### src/rtl/io_arb_pkg.sv
// Shared types and constants for the two-master IO register bus arbiter.
package io_arb_pkg;

    typedef enum logic [1:0] {
        IDLE   = 2'd0,
        ACCESS = 2'd1,
        DONE   = 2'd2
    } arb_state_e;

    // Requester index: 0 = 6502 core, 1 = host/debug master.
    typedef logic req_idx_t;

    localparam logic [15:0] IO_IDLE_ADDR = 16'h0000;
    localparam logic [7:0]  IO_IDLE_DATA = 8'h00;

    function automatic logic [1:0] idx_to_onehot(input req_idx_t idx);
        return idx ? 2'b10 : 2'b01;
    endfunction

endpackage

### src/rtl/io_bus_arbiter_rr_arb2.sv
// Two-way arbiter: combinational winner from req and the last grant,
// with the last-grant register advancing only on an enabled grant.
module rr_arb2
    import io_arb_pkg::*;
#(
    parameter bit FIXED_PRIO = 1'b0
) (
    input  logic       clk,
    input  logic       srst,
    input  logic [1:0] req,
    input  logic       en,
    output logic [1:0] win,
    output req_idx_t   win_idx
);

    req_idx_t last_grant_q;

    always_comb begin
        win_idx = 1'b0;
        unique case (req)
            2'b01:   win_idx = 1'b0;
            2'b10:   win_idx = 1'b1;
            2'b11:   win_idx = FIXED_PRIO ? 1'b0 : ~last_grant_q;
            default: win_idx = 1'b0;
        endcase
        win = (req == 2'b00) ? 2'b00 : idx_to_onehot(win_idx);
    end

    // Reset to 1 so requester 0 takes the first tie.
    always_ff @(posedge clk) begin
        if (srst) begin
            last_grant_q <= 1'b1;
        end else if (en && (req != 2'b00)) begin
            last_grant_q <= win_idx;
        end
    end

endmodule

### src/rtl/io_bus_arbiter.sv
// Shares the IO register bus between the CPU (req 0) and a debug master
// (req 1): one bus cycle per access, read data returned one cycle later.
module io_bus_arbiter
    import io_arb_pkg::*;
#(
    parameter bit FIXED_PRIO = 1'b0
) (
    input  logic        clk,
    input  logic        reset,
    input  logic        req0,
    input  logic        req1,
    input  logic [15:0] addr0,
    input  logic [15:0] addr1,
    input  logic        we0,
    input  logic        we1,
    input  logic [7:0]  wdata0,
    input  logic [7:0]  wdata1,
    output logic        gnt0,
    output logic        gnt1,
    output logic [7:0]  rdata,
    output logic        rvalid0,
    output logic        rvalid1,
    output logic [15:0] io_address,
    output logic [7:0]  io_din,
    output logic        io_we,
    input  logic [7:0]  io_dout
);

    arb_state_e  state_q, state_d;
    logic [15:0] io_address_q, io_address_d;
    logic [7:0]  io_din_q, io_din_d;
    logic        io_we_q, io_we_d;
    logic [1:0]  gnt_q, gnt_d;
    logic [1:0]  rvalid_q, rvalid_d;
    logic [7:0]  rdata_q, rdata_d;
    req_idx_t    cur_idx_q, cur_idx_d;

    logic [1:0]  req;
    logic [1:0]  win;
    req_idx_t    win_idx;
    logic        arb_en;

    assign req    = {req1, req0};
    assign arb_en = (state_q != ACCESS);

    rr_arb2 #(
        .FIXED_PRIO (FIXED_PRIO)
    ) u_arb (
        .clk     (clk),
        .srst    (reset),
        .req     (req),
        .en      (arb_en),
        .win     (win),
        .win_idx (win_idx)
    );

    always_comb begin
        state_d      = state_q;
        io_address_d = IO_IDLE_ADDR;
        io_din_d     = IO_IDLE_DATA;
        io_we_d      = 1'b0;
        gnt_d        = 2'b00;
        rvalid_d     = 2'b00;
        rdata_d      = rdata_q;
        cur_idx_d    = cur_idx_q;
        unique case (state_q)
            ACCESS: begin
                state_d = DONE;
                if (!io_we_q) begin
                    rdata_d  = io_dout;
                    rvalid_d = idx_to_onehot(cur_idx_q);
                end
            end
            IDLE, DONE: begin
                // DONE re-arbitrates so back-to-back requests get one access per 2 cycles.
                if (req != 2'b00) begin
                    state_d      = ACCESS;
                    cur_idx_d    = win_idx;
                    io_address_d = win_idx ? addr1 : addr0;
                    io_din_d     = win_idx ? wdata1 : wdata0;
                    io_we_d      = win_idx ? we1 : we0;
                    gnt_d        = win;
                end else begin
                    state_d = IDLE;
                end
            end
            default: state_d = IDLE;
        endcase
    end

    always_ff @(posedge clk) begin
        if (reset) begin
            state_q      <= IDLE;
            io_address_q <= IO_IDLE_ADDR;
            io_din_q     <= IO_IDLE_DATA;
            io_we_q      <= 1'b0;
            gnt_q        <= 2'b00;
            rvalid_q     <= 2'b00;
            rdata_q      <= 8'h00;
            cur_idx_q    <= 1'b0;
        end else begin
            state_q      <= state_d;
            io_address_q <= io_address_d;
            io_din_q     <= io_din_d;
            io_we_q      <= io_we_d;
            gnt_q        <= gnt_d;
            rvalid_q     <= rvalid_d;
            rdata_q      <= rdata_d;
            cur_idx_q    <= cur_idx_d;
        end
    end

    assign gnt0       = gnt_q[0];
    assign gnt1       = gnt_q[1];
    assign rvalid0    = rvalid_q[0];
    assign rvalid1    = rvalid_q[1];
    assign rdata      = rdata_q;
    assign io_address = io_address_q;
    assign io_din     = io_din_q;
    assign io_we      = io_we_q;

endmodule

### config.mk
export PLATFORM = sky130hd
export DESIGN_NAME = io_bus_arbiter
export DESIGN_NICKNAME = d
export VERILOG_FILES = /design/src/rtl/io_arb_pkg.sv /design/src/rtl/io_bus_arbiter_rr_arb2.sv /design/src/rtl/io_bus_arbiter.sv
export SDC_FILE = /design/constraint.sdc
export NUM_CORES = 1
export LEC_CHECK = 0
export BUFFER_PORTS_ARGS = -buffer_cell sky130_fd_sc_hd__buf_4
export CAP_MARGIN = 15
export CORE_UTILIZATION = 39
export DETAILED_ROUTE_END_ITERATION = 6
export PLACE_DENSITY = 0.81
export SLEW_MARGIN = 30
export SYNTH_ARGS = -nofsm -noshare
export SYNTH_HDL_FRONTEND = slang
export SYNTH_SLANG_ARGS = --single-unit
### constraint.sdc
create_clock -name clk -period 1.6 [get_ports clk]
set_input_delay 0.16 -clock clk [delete_from_list [all_inputs] [get_ports clk]]
set_output_delay 0.16 -clock clk [all_outputs]
set_load 0.005 [all_outputs]
# [Word level (Yosys, flattened, before mapping)]
# Index checks and enable logic that the tools add are counted.
[totals] memories=0 out_inout_bits=37 latchBits=0 regBits=41 elab_cells=37 input_bits=62 mem_bits_rw=0 rom_bits=0
[op_classes] div=0 muxes=8 bitwise=5 addsub=0 n_shift=0 n_eq_ne=5 multipliers=0 reduce_logical=10 magnitude_cmp=0
[op_table] cell="$mux 16" count=1
[op_table] cell="$mux 8" count=1
[op_table] cell="$eq 2x2->1 const B" count=3
[op_table] cell="$reduce_or 3->1" count=2
[op_table] cell="$not 1->1" count=5
[op_table] cell="$logic_not 2->1" count=2
[op_table] cell="$mux 2" count=2
[op_table] cell="$pmux 2 s2" count=1
[op_table] cell="$reduce_and 2->1" count=2
[op_table] cell="$reduce_or 4->1" count=1
[op_table] cell="$eq 2x1->1 const B" count=1
[op_table] cell="$mux 1" count=2
[op_table] cell="$ne 2x1->1 const B" count=1
[op_table] cell="$pmux 1 s2" count=1
[op_table] cell="$reduce_bool 2->1" count=1
[op_table] cell="$reduce_or 2->1" count=1
[op_table] cell="$logic_and 1x1->1" count=1

# [Longest topological paths before layout]
# Gate-level depths: netlist of run 1.
[depth] ltp_word=4 ltp_mapped=5 mapped_depth_nobuf=3

# [Hierarchy]
# A second synthesis of run 1 with hierarchy kept.
[unflattened] cells_unflattened=146 hier_area_um2=1682.9
[by_module_without_submodules] mod="io_bus_arbiter" n_inst=1 cells_per_inst=138 seq_area_each_um2=800.8 area_each_um2=1614.0
[by_module_without_submodules] mod="rr_arb2" n_inst=1 cells_per_inst=8 seq_area_each_um2=20.0 area_each_um2=68.8

# [Worst setup path after synthesis of run 1]
# OpenSTA, ideal clock, no wires.
[synth_path] kind="reg-to-reg" from="register state_q[0]" to="register io_address_q[6] (netlist: io_address[6])" required_ns=1.483 setup_slack_ns=0.324 path_buffers=2 setup_time_ns=0.117 path_stages_with_launch=6 synth_period_minus_slack_ns=1.276 t_arrival_ns=1.159 cell_sequence="dfxtp_1 nor2_1 and3_1 buf_2 clkbuf_1 a22o_2"
[synth_via] elab_chain_cells=4 elab_cells_between_ends=5 cone_classes="eq/ne (1); bitwise (1); reduce/logical (3)"
[synth_rtl] element="start, declared" line="io_bus_arbiter.sv:29" text="arb_state_e state_q, state_d;"
[synth_rtl] element="start signal, assigned" line="io_bus_arbiter.sv:102" text="state_q <= state_d;"
[synth_rtl] element="$eq 2x2->1 or $logic_not 2->1 (tied branches)" line="io_bus_arbiter.sv:66" text="unique case (state_q)"
[synth_rtl] element="$reduce_or 2->1 (*)" line="io_bus_arbiter.sv:66"
[synth_rtl] element="$not 1->1 (no source line) (*)"
[synth_rtl] element="$reduce_or 3->1 (no source line) (*)"
[synth_rtl] element="end signal, assigned" line="io_bus_arbiter.sv:103" text="io_address_q <= io_address_d;"
[synth_rtl] element="end, declared" line="io_bus_arbiter.sv:30" text="logic [15:0] io_address_q, io_address_d;"
# Every way passes the cells marked *; elsewhere a longest branch is shown, timed or not.
# A chain may end at the register's enable or synchronous reset.

# [Worst setup path in the final report of run 1]
[layout_path] from="register state_q[0]" to="register io_din_q[1] (netlist: io_din[1])"
[layout_via] elab_chain_cells=4 elab_cells_between_ends=5 cone_classes="eq/ne (1); bitwise (1); reduce/logical (3)"
[layout_rtl] element="$eq 2x2->1 or $logic_not 2->1 (tied branches)" line="io_bus_arbiter.sv:66"
[layout_rtl] element="$reduce_or 2->1 (*)" line="io_bus_arbiter.sv:66"
[layout_rtl] element="$not 1->1 (no source line) (*)"
[layout_rtl] element="$reduce_or 3->1 (no source line) (*)"
[layout_rtl] element="end signal, assigned" line="io_bus_arbiter.sv:104" text="io_din_q <= io_din_d;"
[layout_rtl] element="end, declared" line="io_bus_arbiter.sv:31" text="logic [7:0] io_din_q, io_din_d;"
# Marks and branches as above.

==> results of run 1 <==
==> per-layer routing <==
layer  up-vias  share of wire, %  global-route usage, %
li1        643                 -                      -
met1       616                37                  19.07
met2        51                55                  34.07
met3         6               6.2                  5.330
met4         0               1.5                  9.416
met5         -                 0                      0
==> stage by stage <==
| stage | hold slack, ns | setup WS [ns] | power, mW | util [%] | instances |
|---|---|---|---|---|---|
| floorplan | 0.2664 | 0.3236 | 1.253 | - | 115 |
| global placement | 0.3705 | 0.05015 | 1.466 | 66.59 | 251 |
| detailed placement | 0.3746 | -0.03768 | 1.477 | 66.59 | 251 |
| CTS | 0.007217 | 0.2876 | 2.008 | 68.69 | 259 |
| global route | -0.00003519 | 0.1711 | 2.116 | 73.13 | 273 |
| finish | 0.01947 | 0.2816 | 2.021 | 73.13 | 273 |
==> where the power goes <==
group          leakage, nW  switching [mW]  internal (mW)
sequential           0.337          0.0291           1.09
clock               0.0382           0.323          0.214
combinational        0.736           0.126          0.242
==> kinds of logic after synthesis <==
family / count (synthesis)
AOI/OAI and AO/OA: 46
buffers and inverters: 11
DFF: 41
and+or+nand+nor: 17
==> synth_stat cells, types with 2 or more instances <==
master | instances | share of area, %
a21oi_1 | 9 | 3.4
a22o_1 | 11 | 7.2
a22o_2 | 14 | 10
and3_1 | 2 | 0.93
buf_2 | 2 | 0.75
buf_6 | 2 | 1.7
clkbuf_1 | 4 | 1.1
dfxtp_1 | 41 | 61
inv_1 | 2 | 0.56
nand2_1 | 9 | 2.5
nor2_1 | 2 | 0.56
o21ai_0 | 8 | 3.0
==> sequential cells by signal (all words and copies together) (netlist names) <==
| register | cells |
|---|---|
| rvalid_q | 2 |
| cur_idx_q | 1 |
| io_address | 16 |
| io_we | 1 |
| state_q | 2 |
| rdata | 8 |
| io_din | 8 |
| u_arb.last_grant_q | 1 |
| gnt_q | 2 |
==> what timing repair did <==
action | in CTS | in global routing
endpoints found under the setup margin | 17 | 0
setup buffers | 0 | 0
resized for setup | 1 | 0
hold buffers | 0 | 14
endpoints found under the hold margin | 0 | 10
==> worst register-to-register path, delay by kind of cell (launching register included) <==
family / cells / cell delay [ns]
flip-flops: 1 / 0.37
AO/OA/AOI/OAI: 1 / 0.23
AND/OR/NAND/NOR: 2 / 0.68
==> cells in the final DEF, fill, tap and decap left out, types with 2 or more instances in the layout <==
cell,instances
a21oi_1,9
nand2_1,9
inv_1,2
a22o_1,11
clkbuf_4,5
nor2_1,2
buf_4,100
dlygate4sd3_1,14
a22o_2,14
o21ai_0,8
dfxtp_1,41
==> how the worst min path moves through the flow <==
| stage | startpoint | to | slack [ns] | depth (start not counted) |
|---|---|---|---|---|
| finish | addr1[2] | io_address[2] | 0.02 | 2 |
| global route | wdata0[4] | io_din[4] | -0.00004 | 2 |
| CTS | addr1[4] | io_address[4] | 0.007 | 2 |
| detailed placement | addr1[4] | io_address[4] | 0.37 | 2 |
| global placement | addr1[4] | io_address[4] | 0.37 | 2 |
| floorplan | reset | u_arb.last_grant_q | 0.27 | 1 |
==> cell type report <==
type / count / area share [%]
Sequential cell: 41 / 35.59
Inverter: 3 / 0.4883
Tap cell: 44 / 2.387
Clock buffer: 6 / 2.225
Timing Repair Buffer: 114 / 38.63
Multi-Input combinational cell: 63 / 20.08
Clock inverter: 2 / 0.5969
==> flow_summary_export.csv, run 1 <==
group,metric,value,unit
layout,fillCellCount,238,
floorplan,die-width,60.65,um
clock_network,cts.path.max_buffers,2,
global_route,overflow,0,
critical_path,crit_path_end,"io_din[1]",
flow_run,drv_cap,0,
clock_network,cts_buffers,5,
logic_synthesis,ys.flop_type,"dfxtp_1",
critical_path,cp_slowest_cell,"and3_2",
sta,rsz0062_at_grt,"no",
global_route,grt_pass1_wl,4947,um
critical_path,cp_num_cells,3,
logic_synthesis,postSynthCellCount,115,
clock_network,clkTransAtPathRegs,0.12,ns
floorplan,core,0.003153,mm^2
layout,fin_nets,290,
global_route,grt_max_degree,28,
logic_synthesis,synthArstFlopShare,0,%
clock_network,cts-root-buf,"clkbuf_4",
logic_synthesis,synth-simple-area-share,6.437,%
critical_path,reg2reg_to,"io_din[1]",
sta,fmax,0.7585,GHz
detailed_routing,wl_per_cell,13.75,um
placement,io_buffers,98,
sta,layout_min_cycle_time,1.318,ns
detailed_routing,dr.pass1.iters,4,
logic_synthesis,synth-compound-area-share,27.99,%
logic_synthesis,synth-seq-cells,41,
sta,worstMarginPinSlew,0.5156,ns
placement,placed_cell_area,0.002100,mm^2
floorplan,fp.dieArea,0.003678,mm^2
critical_path,cp-start-kind,"flip-flop",
critical_path,cp_top_family,"simple AND/OR/NAND/NOR gates",
critical_path,ff2ff_setup_slack,0.28,ns
critical_path,critPathMaxStageDelay,0.53,ns
critical_path,critPathCaptureType,"flip-flop",
sta,slew_headroom,65.48,%
floorplan,initial_core_util,42.54,%
layout,drive_above_1_share,55.46,%
critical_path,crit_fanout,27,
clock_network,cts.sinks,41,
critical_path,crit_type,"flip-flop to flip-flop",
logic_synthesis,synth-xor-area-share,0,%
floorplan,fp-row-count,20,
logic_synthesis,synth_edf_count,0,
logic_synthesis,ys_warn_count,0,
critical_path,cp.required,1.90,ns
power_and_ir_drop,p_leak,1.111,nW
hold_path,hp-class,"input pin to flip-flop",
logic_synthesis,synth_top_family_by_area,"compound AO/OA/AOI/OAI gates",
logic_synthesis,synthesis.area,0.001341,mm^2
detailed_routing,ant_nets,0,
layout,seq_area,820.8,um^2
detailed_routing,remaining_drc_errors,0,
status,status,"finished clean",
placement,hpwl,2668,um
global_route,antenna_found_initial,0,
logic_synthesis,yosysUniqueCellTypes,21,
sta,setup_tns,0,ns
critical_path,timing.rr.start,"state_q[0]",
logic_synthesis,ys_seq_area_share,61.19,%
clock_network,tritoncts,"done",
critical_path,critPathLaunch,"state_q[0]",
power_and_ir_drop,ir_worst_vdd,610.0,uV
critical_path,path_cells,"nor2_1, and3_2, a22o_2",
layout,final_area,0.002306,mm^2
logic_synthesis,syn_avg_cell_area,11.66,um^2
power_and_ir_drop,p_per_area,876.6,mW/mm^2
sta,setup_viol,0,
detailed_routing,vias,1316,
layout,area_growth,71.92,%
global_route,first_global_vias,1177,
floorplan,io_pins,99,
logic_synthesis,muxShareOfSynthArea,0,%
logic_synthesis,synthesis.nets,177,
sta,finalCritPeriodShare,82.40,%
clock_network,insertion_delay,0.34,ns
floorplan,die_h,60.65,um
sta,finClkSkew,0.01159,ns
critical_path,cp.arrival,1.61,ns
detailed_routing,wl,3755,um
detailed_routing,via_per_inst,4.821,
clock_network,cts-htree-levels,2,
logic_synthesis,yosys.area_share.adder,0,%
sta,final_hold_viol_count,0,
critical_path,r2r_cells,3,
global_route,grt_use_total,18.53,%
layout,multiInputGateArea,462.9,um^2
sta,maxSlewViolCount,0,
critical_path,path_buf_inv,0,
layout,n_antenna_cell,0,
placement,place_congestion,0.6787,
detailed_routing,drtIter0Drc,27,
Note: power is estimated with default switching activity, not from simulation.
==> run 2, diff against run 1 <==
--- a/config.mk
+++ b/config.mk
@@ -5,11 +5,12 @@
 export SDC_FILE = /design/constraint.sdc
 export NUM_CORES = 1
 export LEC_CHECK = 0
+export ABC_AREA = 1
 export BUFFER_PORTS_ARGS = -buffer_cell sky130_fd_sc_hd__buf_4
 export CAP_MARGIN = 15
-export CORE_UTILIZATION = 39
+export CORE_UTILIZATION = 38
 export DETAILED_ROUTE_END_ITERATION = 6
-export PLACE_DENSITY = 0.81
+export PLACE_DENSITY = 0.78
 export SLEW_MARGIN = 30
 export SYNTH_ARGS = -nofsm -noshare
 export SYNTH_HDL_FRONTEND = slang
==> constraint.sdc (replaced) <==
create_clock -name clk -period 1.2 [get_ports clk]
set_input_delay 0.12 -clock clk [delete_from_list [all_inputs] [get_ports clk]]
set_output_delay 0.12 -clock clk [all_outputs]
set_load 0.005 [all_outputs]
==> run 2 against run 1 <==
Synthesized cell count increased by 70%; clock skew decreased by 0.0016 ns; critical path type unchanged; count of clock-buffer cells in the layout unchanged; largest cell class is now sequential cells.
==> flow_summary_export.csv, run 2 <==
group,metric,value,unit
critical_path,cp-start-kind,"flip-flop",
layout,final_area,0.002515,mm^2
critical_path,crit_fanout,26,
logic_synthesis,syn_avg_cell_area,8.248,um^2
critical_path,critPathMaxStageDelay,0.35,ns
logic_synthesis,ys_warn_count,0,
detailed_routing,drtIter0Drc,58,
logic_synthesis,postSynthCellCount,196,
layout,final_common_cell,"buf_4",
power_and_ir_drop,power.share.clock,35.5,%
detailed_routing,dr.pass1.iters,4,
global_route,grt_max_degree,28,
global_route,grt_pass1_wl,6051,um
logic_synthesis,ys.flop_type,"dfxtp_1",
global_route,antenna_found_initial,0,
sta,setup_tns,0,ns
logic_synthesis,yosysMostFrequentCell,"nand2_1",
critical_path,cp.required,1.37,ns
logic_synthesis,ys_seq_area_share,50.77,%
clock_network,cts_buffers,5,
hold_path,hp-class,"input pin to flip-flop",
detailed_routing,remaining_drc_errors,0,
critical_path,crit_type,"flip-flop to flip-flop",
power_and_ir_drop,pwr-share-comb,18.6,%
detailed_routing,wl_per_cell,11.89,um
power_and_ir_drop,ir_worst_vdd,620.4,uV
floorplan,fp.dieArea,0.004519,mm^2
sta,finalCritPeriodShare,89.85,%
sta,setup_viol,0,
sta,finClkSkew,0.009952,ns
flow_run,drv_cap,0,
clock_network,cts-htree-levels,2,
status,status,"finished clean",
placement,place_congestion,0.7560,
power_and_ir_drop,pwr-share-seq,45.8,%
power_and_ir_drop,p_sw,0.7987,mW
logic_synthesis,synthesis.area,0.001617,mm^2
detailed_routing,wl,4127,um
logic_synthesis,synth_edf_count,0,
clock_network,clkTransAtPathRegs,0.08,ns
layout,largest_register_ff_count,16,
logic_synthesis,yosysUniqueCellTypes,17,
global_route,first_global_vias,1354,
floorplan,io_pins,99,
global_route,grt_use_total,18.56,%
logic_synthesis,netlist_top_cells_count,"nand2_1 (47), dfxtp_1 (41), nand3_1 (27)",
power_and_ir_drop,p_sw_share,24.57,%
global_route,overflow,0,
sta,rsz0062_at_grt,"no",
clock_network,cts.path.max_buffers,2,
power_and_ir_drop,p_leak,1.269,nW
logic_synthesis,synthArstFlopShare,0,%
sta,final_hold_viol_count,0,
floorplan,die_h,67.23,um
logic_synthesis,synth-seq-cells,41,
layout,fin_nets,358,
placement,placed_cell_area,0.002360,mm^2
floorplan,die-width,67.23,um
placement,hpwl,2965,um
critical_path,cp_slowest_cell,"dfxtp_1",
detailed_routing,vias,1570,
clock_network,insertion_delay,0.30,ns
logic_synthesis,synth_top_area_share,50.77,%
power_and_ir_drop,p_per_area,1292,mW/mm^2
logic_synthesis,synthesis.nets,258,
detailed_routing,ant_nets,0,
sta,worstMarginPinSlew,0.2802,ns
clock_network,tritoncts,"done",
floorplan,fp-row-count,23,
sta,fmax,0.9275,GHz
clock_network,cts-root-buf,"clkbuf_8",
critical_path,critPathCaptureType,"flip-flop",
floorplan,initial_core_util,40.12,%
sta,layout_min_cycle_time,1.078,ns
logic_synthesis,yosys.area.top_type,"dfxtp_1",
detailed_routing,via_per_inst,4.524,
layout,n_antenna_cell,0,
placement,io_buffers,98,
layout,mostFrequentLayoutCells,"buf_4 (102), nand2_1 (47), dfxtp_1 (41)",
sta,maxSlewViolCount,0,
critical_path,cp.arrival,1.25,ns
power_and_ir_drop,internal_power,2.452,mW
layout,area_growth,55.57,%
clock_network,cts.sinks,41,
sta,slew_headroom,81.31,%
layout,drive_above_1_share,45.45,%
logic_synthesis,synth_top_cells_by_area,"dfxtp_1 (51%), nand2_1 (11%), a21oi_2 (9.8%)",
critical_path,path_cells,"nand2_2, nand2_4, inv_1, nand2_1, nand3_1",
floorplan,core,0.004029,mm^2
run 2: cell types whose count changed after synthesis, sizes merged, moves of 14 or more:
cell,before,now
inv,3,17
a22o,25,0
nand3,0,29
a21oi,9,25
nor2,2,21
nand2,9,50
run 2: kinds of logic after synthesis:
family | count (synthesis) | share of synthesized area [%]
AND/OR/NAND/NOR | 101 | 27.63
flip-flops | 41 | 50.77
buffers and inverters | 28 | 9.210
AO/OA/AOI/OAI | 26 | 12.38
run 2: what timing repair did:
action	in CTS	in global routing
hold buffers	1	0
resized for setup	0	2
setup buffers	0	0
endpoints found under the setup margin	0	4
hold endpoints to repair	2	0
run 2: worst paths after layout:
| path | startpoint | end | slack [ns] | cells after the start |
|---|---|---|---|---|
| worst min-delay path | io_dout[5] | rdata[5] | 0.05 | 3 |
| worst min register to register | cur_idx_q | rvalid_q[0] | 0.42 | 1 |
| worst max-delay path | u_arb.last_grant_q | u_arb.last_grant_q | 0.12 | 5 |
| worst max register to register | u_arb.last_grant_q | u_arb.last_grant_q | 0.12 | 5 |
run 2: area by class of cell:
type                       instances  area [um^2]
clock buffer                       6        82.58
clock inverter                     2        37.54
fill                             378         1514
inverter                          17        63.81
multi-input combinational        128        671.9
sequential                        41        820.8
tap                               50        62.56
timing repair buffer             103        775.7
run 2: power groups by stage:
stage	logic [mW]	clock network [mW]	registers, mW
after floorplan	0.279	0	1.53
after global placement	0.588	0	1.52
after detailed placement	0.597	0	1.52
after CTS	0.600	1.18	1.49
after global routing	0.674	1.24	1.50
final	0.606	1.15	1.49
run 2: layer usage:
layer | vias up | track usage [%] | share of wire, %
met2 | 67 | 30.88 | 51
li1 | 823 | - | -
met4 | 0 | 8.245 | 0.90
met3 | 4 | 8.446 | 9.3
met1 | 676 | 20.12 | 38
met5 | - | 0 | 0
run 2: metrics by stage:
| stage | setup slack, ns | total power, mW | instances | util [%] | hold WS (ns) |
|---|---|---|---|---|---|
| 3_5_place_dp | 0.06453 | 2.118 | 337 | 58.57 | 0.3060 |
| 5_1_grt | 0.0004643 | 3.412 | 347 | 62.42 | 0.06216 |
| 2_1_floorplan | 0.2528 | 1.806 | 196 | - | 0.1924 |
| 6_report | 0.1218 | 3.250 | 347 | 62.42 | 0.04783 |
| 3_3_place_gp | 0.1254 | 2.106 | 337 | 58.57 | 0.3064 |
| 4_1_cts | 0.04533 | 3.271 | 346 | 61.80 | 0.04089 |
run 2: critical path, delay by kind of cell, from the launching register on:
kind                   cells  cell delay, ns
buffers and inverters      1            0.12
DFF                        1            0.35
and+or+nand+nor            4            0.49
